==> src/rtl/seven_segment_pkg.sv <==
// Shared types, font table and helpers for the
// multiplexed seven-segment display driver.
package seven_segment_pkg;

  typedef logic [7:0] seg_t;

  localparam seg_t SEG_BLANK = 8'hFF;

  // Active-high a..g patterns, bit 0 = a
  localparam logic [6:0] FONT [16] = '{
    7'h3F, 7'h06, 7'h5B, 7'h4F,
    7'h66, 7'h6D, 7'h7D, 7'h07,
    7'h7F, 7'h6F, 7'h77, 7'h7C,
    7'h39, 7'h5E, 7'h79, 7'h71
  };

  // Active-low segment word, dp in bit 7
  function automatic seg_t hex_to_seg(
    input logic [3:0] nibble,
    input logic       dp
  );
    return {~dp, ~FONT[nibble]};
  endfunction

  // Index width that stays legal for a single digit
  function automatic int idx_width(input int n);
    return (n > 1) ? $clog2(n) : 1;
  endfunction

endpackage

==> src/rtl/seven_segment_timebase.sv <==
// Slot/digit counters, frame boundary strobe and
// PWM on-window for the display multiplexer.
module seven_segment_timebase
  import seven_segment_pkg::*;
#(
  parameter int NUM_DIGITS   = 4,
  parameter int DIGIT_PERIOD = 100_000,
  parameter int BRIGHT_BITS  = 3,
  localparam int IW = idx_width(NUM_DIGITS)
) (
  input  logic                   clk,
  input  logic                   reset_n,
  input  logic                   run_i,
  input  logic [BRIGHT_BITS-1:0] brightness_i,
  output logic [IW-1:0]          idx_o,
  output logic                   slot_on_o,
  output logic                   boundary_o,
  output logic                   frame_end_o
);

  localparam int TW =
    (DIGIT_PERIOD > 1) ? $clog2(DIGIT_PERIOD) : 1;
  localparam int STEP = DIGIT_PERIOD >> BRIGHT_BITS;
  localparam logic [TW-1:0] TICK_MAX =
    TW'(DIGIT_PERIOD - 1);
  localparam logic [IW-1:0] IDX_MAX =
    IW'(NUM_DIGITS - 1);

  logic [TW-1:0] tick_q, tick_d;
  logic [IW-1:0] idx_q, idx_d;
  logic          frame_end_q;
  logic          tick_last;
  logic          boundary;
  logic [31:0]   thresh;

  assign tick_last = run_i && (tick_q == TICK_MAX);
  assign boundary  = tick_last && (idx_q == IDX_MAX);

  // Advance tick every cycle, idx on tick wrap
  always_comb begin
    tick_d = tick_q;
    idx_d  = idx_q;
    if (run_i) begin
      if (tick_last) begin
        tick_d = '0;
        if (idx_q == IDX_MAX) begin
          idx_d = '0;
        end else begin
          idx_d = idx_q + IW'(1);
        end
      end else begin
        tick_d = tick_q + TW'(1);
      end
    end
  end

  // Counter state and the post-wrap frame pulse
  always_ff @(posedge clk or negedge reset_n) begin
    if (!reset_n) begin
      tick_q      <= '0;
      idx_q       <= '0;
      frame_end_q <= 1'b0;
    end else begin
      tick_q      <= tick_d;
      idx_q       <= idx_d;
      frame_end_q <= boundary;
    end
  end

  // PWM window grows by STEP per brightness code
  always_comb begin
    thresh = (32'(brightness_i) + 32'd1) * 32'(STEP);
  end

  assign idx_o       = idx_q;
  assign slot_on_o   = 32'(tick_q) < thresh;
  assign boundary_o  = boundary;
  assign frame_end_o = frame_end_q;

endmodule

==> src/rtl/seven_segment_mux.sv <==
// Time-multiplexed common-anode display driver with
// PWM dimming, zero blanking and frame-synced loads.
module seven_segment_mux
  import seven_segment_pkg::*;
#(
  parameter int NUM_DIGITS   = 4,
  parameter int DIGIT_PERIOD = 100_000,
  parameter int BRIGHT_BITS  = 3
) (
  input  logic                    clk,
  input  logic                    reset_n,
  input  logic [4*NUM_DIGITS-1:0] data_in,
  input  logic [NUM_DIGITS-1:0]   digit_enable,
  input  logic [NUM_DIGITS-1:0]   digit_point,
  input  logic                    load,
  input  logic                    blank_leading_zeros,
  input  logic [BRIGHT_BITS-1:0]  brightness,
  output logic [7:0]              segment,
  output logic [NUM_DIGITS-1:0]   anode,
  output logic                    frame_done
);

  localparam int IW = idx_width(NUM_DIGITS);
  localparam int DW = 4 * NUM_DIGITS;

  logic                  run_q;
  logic [IW-1:0]         idx;
  logic                  slot_on;
  logic                  boundary;
  logic                  frame_end;

  logic [DW-1:0]         pend_data_q, pend_data_d;
  logic [NUM_DIGITS-1:0] pend_en_q, pend_en_d;
  logic [NUM_DIGITS-1:0] pend_pt_q, pend_pt_d;
  logic                  pend_valid_q, pend_valid_d;
  logic [DW-1:0]         act_data_q, act_data_d;
  logic [NUM_DIGITS-1:0] act_en_q, act_en_d;
  logic [NUM_DIGITS-1:0] act_pt_q, act_pt_d;

  logic [NUM_DIGITS-1:0] blank;
  logic                  zrun;
  logic [3:0]            nib_sel;
  logic                  en_sel;
  logic                  pt_sel;
  logic                  bl_sel;
  logic [NUM_DIGITS-1:0] onehot;
  logic                  lit;

  logic [NUM_DIGITS-1:0] anode_q, anode_d;
  seg_t                  seg_q, seg_d;
  logic                  frame_done_q;

  // Reset release is retimed so counting starts cleanly
  always_ff @(posedge clk or negedge reset_n) begin
    if (!reset_n) begin
      run_q <= 1'b0;
    end else begin
      run_q <= 1'b1;
    end
  end

  seven_segment_timebase #(
    .NUM_DIGITS   (NUM_DIGITS),
    .DIGIT_PERIOD (DIGIT_PERIOD),
    .BRIGHT_BITS  (BRIGHT_BITS)
  ) u_timebase (
    .clk          (clk),
    .reset_n      (reset_n),
    .run_i        (run_q),
    .brightness_i (brightness),
    .idx_o        (idx),
    .slot_on_o    (slot_on),
    .boundary_o   (boundary),
    .frame_end_o  (frame_end)
  );

  // Pending captures loads; active swaps only at boundary
  always_comb begin
    pend_data_d  = pend_data_q;
    pend_en_d    = pend_en_q;
    pend_pt_d    = pend_pt_q;
    pend_valid_d = pend_valid_q;
    act_data_d   = act_data_q;
    act_en_d     = act_en_q;
    act_pt_d     = act_pt_q;
    if (load) begin
      pend_data_d  = data_in;
      pend_en_d    = digit_enable;
      pend_pt_d    = digit_point;
      pend_valid_d = 1'b1;
    end
    if (boundary) begin
      if (load) begin
        act_data_d   = data_in;
        act_en_d     = digit_enable;
        act_pt_d     = digit_point;
        pend_valid_d = 1'b0;
      end else if (pend_valid_q) begin
        act_data_d   = pend_data_q;
        act_en_d     = pend_en_q;
        act_pt_d     = pend_pt_q;
        pend_valid_d = 1'b0;
      end
    end
  end

  // Double-buffer storage
  always_ff @(posedge clk or negedge reset_n) begin
    if (!reset_n) begin
      pend_data_q  <= '0;
      pend_en_q    <= '0;
      pend_pt_q    <= '0;
      pend_valid_q <= 1'b0;
      act_data_q   <= '0;
      act_en_q     <= '0;
      act_pt_q     <= '0;
    end else begin
      pend_data_q  <= pend_data_d;
      pend_en_q    <= pend_en_d;
      pend_pt_q    <= pend_pt_d;
      pend_valid_q <= pend_valid_d;
      act_data_q   <= act_data_d;
      act_en_q     <= act_en_d;
      act_pt_q     <= act_pt_d;
    end
  end

  // Blank digits above the highest non-zero or dotted one
  always_comb begin
    blank = '0;
    zrun  = 1'b1;
    for (int k = NUM_DIGITS - 1; k >= 0; k--) begin
      zrun = zrun
           & (act_data_q[4*k +: 4] == 4'h0)
           & ~act_pt_q[k];
      blank[k] = blank_leading_zeros & zrun & (k != 0);
    end
  end

  // Pick the fields of the digit currently scanned
  always_comb begin
    nib_sel = '0;
    en_sel  = 1'b0;
    pt_sel  = 1'b0;
    bl_sel  = 1'b0;
    onehot  = '0;
    for (int k = 0; k < NUM_DIGITS; k++) begin
      if (idx == IW'(k)) begin
        nib_sel   = act_data_q[4*k +: 4];
        en_sel    = act_en_q[k];
        pt_sel    = act_pt_q[k];
        bl_sel    = blank[k];
        onehot[k] = 1'b1;
      end
    end
  end

  // Drive one anode low only while the digit is lit
  always_comb begin
    lit     = en_sel & ~bl_sel & slot_on;
    anode_d = '1;
    seg_d   = SEG_BLANK;
    if (lit) begin
      anode_d = ~onehot;
      seg_d   = hex_to_seg(nib_sel, pt_sel);
    end
  end

  // Registered pin drivers
  always_ff @(posedge clk or negedge reset_n) begin
    if (!reset_n) begin
      anode_q      <= '1;
      seg_q        <= SEG_BLANK;
      frame_done_q <= 1'b0;
    end else begin
      anode_q      <= anode_d;
      seg_q        <= seg_d;
      frame_done_q <= frame_end;
    end
  end

  assign anode      = anode_q;
  assign segment    = seg_q;
  assign frame_done = frame_done_q;

endmodule

==> config.mk <==
export PLATFORM = sky130hd
export DESIGN_NAME = seven_segment_mux
export DESIGN_NICKNAME = d
export VERILOG_FILES = /design/src/rtl/seven_segment_pkg.sv /design/src/rtl/seven_segment_timebase.sv /design/src/rtl/seven_segment_mux.sv
export SDC_FILE = /design/constraint.sdc
export NUM_CORES = 1
export LEC_CHECK = 0
export CORE_ASPECT_RATIO = 0.75
export CORE_MARGIN = 5
export CORE_UTILIZATION = 40
export DETAILED_ROUTE_END_ITERATION = 10
export SYNTH_ARGS = -nofsm -noshare
export SYNTH_HDL_FRONTEND = slang
export SYNTH_HIERARCHICAL = 1
export SYNTH_SLANG_ARGS = --single-unit
==> constraint.sdc <==
create_clock -name clk -period 2.9 [get_ports clk]
set_input_delay 0.435 -clock clk [delete_from_list [all_inputs] [get_ports clk]]
set_output_delay 0.435 -clock clk [all_outputs]
set_load 0.01 [all_outputs]
==> impl_metrics.py, run 1 <==
metrics = {
    "timing": {
        "setup_viol": 12,
        "min_period_over_period": 1.30,
        "fin_crit_ns": 3.77,
        "hold_viol_final": 0,
        "finClkSkew_ns": 0.0105,
        "max_freq_mhz": 265,
        "worst_slew_pin_slew_ns": 1.01,
        "relSlewSlack": 0.329,
        "rsz0062_at_grt": "yes",
        "fin_ws_ns": -0.871,
        "finalMaxSlewViolations": 0,
    },
    "clocking": {
        "ctsHtreeMaxLevel": 3,
        "cts.path.max_buffers": 2,
        "clkSinkCount": 83,
        "clk_pin_slew_ns": 0.06,
        "clock_latency_ns": 0.33,
        "cts_tree": "yes",
        "cts_buffers": 9,
        "ctsRootBufferMaster": "clkbuf_16",
    },
    "setup_path": {
        "endpoint_kind": "flop",
        "worstPathMaxFanout": 3,
        "reg2reg_setup_slack_ns": 0.67,
        "worstSetupPathType": "in2reg",
        "crit_required_ns": 3.14,
        "critPathLaunchType": "input pin",
        "arrival_ns": 4.02,
    },
    "cells_and_area": {
        "fill_cells": 912,
        "n_antenna_cell": 0,
        "fin_util": 0.541,
        "layout_common_cells": "dfrtp_1 (71), mux2_2 (49), buf_4 (44)",
        "area_delta_synth_final_pct": 31.8,
        "fin_area_um2": 5920,
        "nets": 530,
        "layout-drive-gt1-share": 0.392,
        "final_common_cell": "dfrtp_1",
    },
    "placed_design": {
        "io_buffers": 43,
        "placed_cell_area_um2": 5340,
        "dpl_worst_slack_ns": -1.84,
        "gp_congestion": 0.827,
        "dp_hpwl_mm": 6.90,
    },
    "floorplan": {
        "die_area_um2": 13500,
        "core_um2": 10900,
        "row_count": 33,
        "fp.dieW_um": 132,
        "start_util": 0.410,
        "ios": 44,
        "die_y_um": 102,
    },
    "yosys": {
        "synth_flop_cell": "dfrtp_1",
        "synthArstFlopShare": 1.00,
        "synth_top_area_frac": 0.396,
        "ys_ff_latch": 83,
        "netlist_area_um2": 4490,
        "yosysSeqAreaShare": 0.466,
        "syn_inst": 371,
        "synth_edf_count": 0,
        "avgSynthCellArea_um2": 12.1,
        "ys_top_cells_by_area": "dfrtp_1 (40%), mux2_2 (12%), ha_1 (11%)",
        "yosys.area.top_type": "dfrtp_1",
        "yosys.cell_types.count": 55,
        "yosysWarnings": 6,
        "syn_nets": 442,
    },
    "detailed_routing": {
        "num_vias": 3104,
        "routed_wl_mm": 9.63,
        "drt_iter0_drc": 134,
        "via_per_inst": 5.16,
        "dr.pass1.iters": 4,
        "drc": 0,
        "antenna_left": 0,
        "wl_per_cell_um": 16.0,
    },
    "grt": {
        "grt_start_max_net_pins": 84,
        "grt_pass1_vias": 3160,
        "grt_util_all_layers": 0.151,
        "grt_first_pass_wirelength_mm": 16.2,
        "antenna_found_initial": 0,
        "grt_overflow": 0,
    },
    "run_status": {
        "violations": "setup timing",
        "status": "complete, but fails checks",
    },
    "run": {
        "drv_cap": 0,
    },
    "power_and_ir_drop": {
        "fin_total_pwr_uw": 2920,
        "power.density_nw_per_um2": 493,
        "irDropWorstVdd_v": 0.000268,
        "leakage_uw": 0.00258,
    },
    "min_path": {
        "worstHoldPathType": "in2async",
    },
}
==> worst max-delay path: stages <==
cell and delay, ns:
buf_8 0.09, clkinvlp_4 0.13, nor3_4 0.27, ha_4 0.17
inv_2 0.04, fa_1 0.51, inv_2 0.06, ha_4 0.15
a21o_1 0.16, nand4_1 0.10, nand4_1 0.17, xnor2_1 0.18
ha_1 0.32, a21oi_2 0.13, nor2_1 0.06, a211oi_2 0.14
o211ai_1 0.12, o221ai_2 0.09, o221ai_2 0.15, buf_4 0.18
or3_4 0.33
==> flip-flops by register name, summed over array words and instances, names as in the netlist <==
register                flops
frame_done                  1
anode                       4
segment                     8
act_en_q                    4
u_timebase/frame_end_o      1
u_timebase/idx_o            2
act_pt_q                    4
act_data_q                 16
u_timebase/tick_q          17
pend_data_q                16
pend_en_q                   4
pend_valid_q                1
pend_pt_q                   4
run_q                       1
==> timing repair <==
action | 4_1_cts | 5_1_grt
resized for setup | 39 | 15
pin swaps | 19 | 23
setup endpoints to repair | 12 | 12
setup buffers | 11 | 4
hold buffers | 0 | 0
==> logic make-up (layout without fill, tap and decap cells) <==
family	Yosys count	after routing	share of synthesized area
AO/OA/AOI/OAI	40	40	0.0602
XOR/XNOR	21	21	0.0410
adder cells (fa/ha/maj)	40	40	0.113
buffers and inverters	31	122	0.0334
flip-flops	83	83	0.466
multiplexers	58	58	0.159
other	1	1	0.000835
AND/OR/NAND/NOR	97	97	0.126
==> metal layers <==
metal,up-vias,part of all wire,global-route usage
li1,1516,-,-
met1,1522,0.54,0.229
met2,52,0.41,0.208
met3,14,0.039,0.0417
met4,0,0.016,0.0446
met5,-,0,0
==> power by group <==
group / switching [uW] / internal [uW] / leakage [uW]
combinational: 276 / 309 / 0.00141
sequential: 74.4 / 1230 / 0.00105
clock: 438 / 593 / 0.000131
total: 789 / 2130 / 0.00258
==> area by class of cell <==
cell class | instances | area, um2 | share of cell area
multi-input cells | 257 | 2530 | 0.428
flip-flops and latches | 83 | 2090 | 0.353
repair buffers | 89 | 779 | 0.132
clock buffers | 10 | 239 | 0.0404
well taps | 140 | 175 | 0.0296
inverters | 19 | 75.1 | 0.0127
clock inverters | 4 | 26.3 | 0.00444
==> stage by stage <==
step	setup TNS, ns	hold slack (ns)	instances
3_3_place_gp	-18.97	0.337	574
5_1_grt	-12.10	0.373	602
3_5_place_dp	-20.93	0.349	574
6_report	-9.38	0.286	602
2_1_floorplan	-9.60	0.139	371
4_1_cts	-9.63	0.315	599
==> cell usage after synthesis, drive strengths merged (6+ instances only) <==
master   n
inv     19
a21oi   12
mux2    52
nor2    20
nand2   19
dfrtp   71
o21ai    7
ha      39
dfstp   12
nand4   11
nor4     6
xnor2   11
nand3   15
xor2    10
buf      9
==> path summary, 6_finish.rpt <==
kind | start | endpoint | depth (start not counted)
worst max-delay path | brightness[0] | anode[2] | 21
worst min-delay path | reset_n | pend_data_q[12] | 1
worst max register to register | u_timebase/tick_q[8] | anode[2] | 9
worst min register to register | u_timebase/frame_end_o | frame_done | 0
max in group asynchronous | reset_n | u_timebase/tick_q[13] | 1
min in group clk | u_timebase/frame_end_o | frame_done | 0
(Power assumes the default switching activity.)
==> run 2, diff against run 1 <==
--- a/config.mk
+++ b/config.mk
@@ -7,8 +7,9 @@
 export LEC_CHECK = 0
 export CORE_ASPECT_RATIO = 0.75
 export CORE_MARGIN = 5
-export CORE_UTILIZATION = 40
+export CORE_UTILIZATION = 52
 export DETAILED_ROUTE_END_ITERATION = 10
+export PLACE_DENSITY = 0.77
 export SYNTH_ARGS = -nofsm -noshare
 export SYNTH_HDL_FRONTEND = slang
 export SYNTH_HIERARCHICAL = 1
==> constraint.sdc (replaced) <==
create_clock -name clk -period 3.1 [get_ports clk]
set_input_delay 0.465 -clock clk [delete_from_list [all_inputs] [get_ports clk]]
set_output_delay 0.465 -clock clk [all_outputs]
set_load 0.01 [all_outputs]
==> run 2 against run 1 <==
Against the previous run:
- the run still ends with setup timing left
- first-iteration DRC count shrank 15%
- critical path depth did not move
- non-clock buffer count down 1
- routed wire length up 2.1%
- total power decreased by 3.8%
- sequential share of layout area increased by 0.55 points
- sequential power decreased by 6%
- clock skew fell by 0.0041 ns
- worst setup slack better by 0.12 ns
- hold slack better by 0.0045 ns
- register-to-register slack got worse by 0.05 ns
- final cell count is 5.1% lower
- highest routed layer unchanged
==> impl_metrics.py, run 2 (synthesis results as in run 1) <==
metrics = {
    "grt": {
        "antenna_found_initial": 0,
        "grt_overflow": 0,
        "grt_start_max_net_pins": 84,
        "grt_util_all_layers": 0.196,
        "grt_pass1_vias": 3320,
        "grt_first_pass_wirelength_mm": 16.3,
    },
    "cells_and_area": {
        "layout-drive-gt1-share": 0.365,
        "largest_registers": "u_timebase/tick_q (17), act_data_q (16), pend_data_q (16)",
        "fin_util": 0.689,
        "n_antenna_cell": 0,
        "final_common_cell": "dfrtp_1",
        "layout_common_cells": "dfrtp_1 (71), mux2_2 (49), buf_4 (45)",
        "seq_area_um2": 2090,
        "multi_input_area_um2": 2450,
        "largest_reg_flops": 17,
        "area_delta_synth_final_pct": 29.8,
        "largest-register": "u_timebase/tick_q",
        "fill_cells": 607,
        "nets": 529,
    },
    "timing": {
        "relSlewSlack": 0.180,
        "setup_viol": 12,
        "max_freq_mhz": 259,
        "fin_ws_ns": -0.755,
        "min_period_over_period": 1.24,
        "fin_crit_ns": 3.86,
        "finClkSkew_ns": 0.00640,
        "rsz0062_at_grt": "yes",
        "finalMaxSlewViolations": 0,
        "worst_slew_pin_slew_ns": 1.23,
        "hold_viol_final": 0,
    },
    "min_path": {
        "worstHoldPathType": "in2async",
    },
    "setup_path": {
        "worstPathMaxFanout": 3,
        "crit_family": "adder cells",
        "cp_slowest_cell": "fa_1",
        "arrival_ns": 4.11,
        "endpoint_kind": "flop",
        "path_buf_inv": 5,
        "worstSetupPathType": "in2reg",
        "crit_required_ns": 3.35,
        "crit_chain": "buf_8 > clkinvlp_4 > ha_4 > ha_4 > inv_2 > fa_1 > inv_1 > ha_2 > a21o_1 > nand4_1 > nand4_1 > xnor2_1 > ha_1 > a21oi_2 > nor2_1 > a211oi_2 > o211ai_1 > o221ai_1 > o221ai_2 > buf_4 > or3_1",
        "worst_path_largest_cell_delay_ns": 0.50,
        "critPathLaunchType": "input pin",
    },
    "power_and_ir_drop": {
        "seqPwrFrac": 0.435,
        "p_int_uw": 2050,
        "leakage_uw": 0.00259,
        "power_switching_uw": 752,
        "p_sw_frac": 0.268,
        "power.density_nw_per_um2": 482,
        "irDropWorstVdd_v": 0.000523,
        "power_frac_clock": 0.380,
        "fin_total_pwr_uw": 2810,
        "power_frac_comb": 0.185,
    },
    "clocking": {
        "cts_buffers": 9,
        "ctsHtreeMaxLevel": 3,
        "clock_latency_ns": 0.34,
        "clk_pin_slew_ns": 0.06,
        "cts_tree": "yes",
        "ctsRootBufferMaster": "clkbuf_16",
        "cts.path.max_buffers": 2,
        "clkSinkCount": 83,
        "ctsHoldBuffers": 0,
    },
    "floorplan": {
        "ios": 44,
        "core_um2": 8450,
        "die_area_um2": 10600,
        "start_util": 0.531,
        "fp.dieW_um": 117,
        "die_y_um": 90.5,
        "row_count": 29,
    },
    "placed_design": {
        "io_buffers": 43,
        "dp_hpwl_mm": 6.79,
        "gp_congestion": 0.850,
    },
    "run_status": {
        "status": "complete, but fails checks",
        "violations": "setup timing",
    },
    "detailed_routing": {
        "drt_iter0_drc": 114,
        "dr.pass1.iters": 4,
        "antenna_left": 0,
        "wl_per_cell_um": 17.2,
        "num_vias": 3176,
        "routed_wl_mm": 9.82,
        "drc": 0,
        "via_per_inst": 5.56,
    },
    "run": {
        "drv_cap": 0,
    },
}
-- run 2: cell types whose count changed in the layout (fill, tap and decap cells not counted), moves of 2 or more --
cell,change
buf_6,-2
nand2_1,+2
inv_6,+2
nand2_2,-3
clkinv_2,-2
ha_4,-4
ha_1,+3
-- run 2: layer usage --
metal	vias up	routed length, um	global-route usage
li1	1505	-	-
met1	1589	4700	0.292
met2	71	4560	0.282
met3	11	463	0.0536
met4	0	99	0.0506
met5	-	0	0
-- run 2: area by class of cell --
class / count / area share
timing repair buffer: 88 / 0.132
clock inverter: 6 / 0.0125
inverter: 19 / 0.0129
tap: 108 / 0.0232
clock buffer: 10 / 0.0393
sequential: 83 / 0.359
multi-input combinational: 257 / 0.421
-- run 2: power groups by stage --
stage / Combinational [uW] / Sequential (uW) / Clock [uW]
3_3_place_gp: 457 / 1240 / 0
6_report: 519 / 1220 / 1070
3_5_place_dp: 474 / 1240 / 0
2_1_floorplan: 286 / 1220 / 0
4_1_cts: 490 / 1220 / 1090
5_1_grt: 576 / 1230 / 1150
-- run 2: final timing paths --
kind	startpoint	end	slack, ns	cells after the start
max	brightness[0]	anode[2]	-0.76	21
min	reset_n	pend_en_q[1]	0.29	1
max reg2reg	u_timebase/tick_q[11]	act_data_q[5]	0.62	7
min reg2reg	u_timebase/frame_end_o	frame_done	0.36	0
max in group asynchronous	reset_n	pend_en_q[2]	2.16	1
min in group clk	u_timebase/frame_end_o	frame_done	0.36	0
-- run 2: per-stage QoR --
step	instance area [um2]	std cells	hold WS [ns]	setup WS, ns	setup TNS, ns
finish	5830	571	0.291	-0.755	-8.51
global route	5830	571	0.369	-0.924	-10.51
CTS	5720	567	0.329	-0.785	-8.81
detailed placement	5310	543	0.337	-1.68	-19.27
global placement	5310	543	0.342	-1.46	-16.64
floorplan	4570	371	0.169	-0.750	-7.56
-- run 2: what timing repair did --
| action | CTS | global route |
|---|---|---|
| gates resized for setup | 28 | 12 |
| pin swaps | 15 | 13 |
| setup buffers | 8 | 4 |
| endpoints found under the setup margin | 12 | 12 |
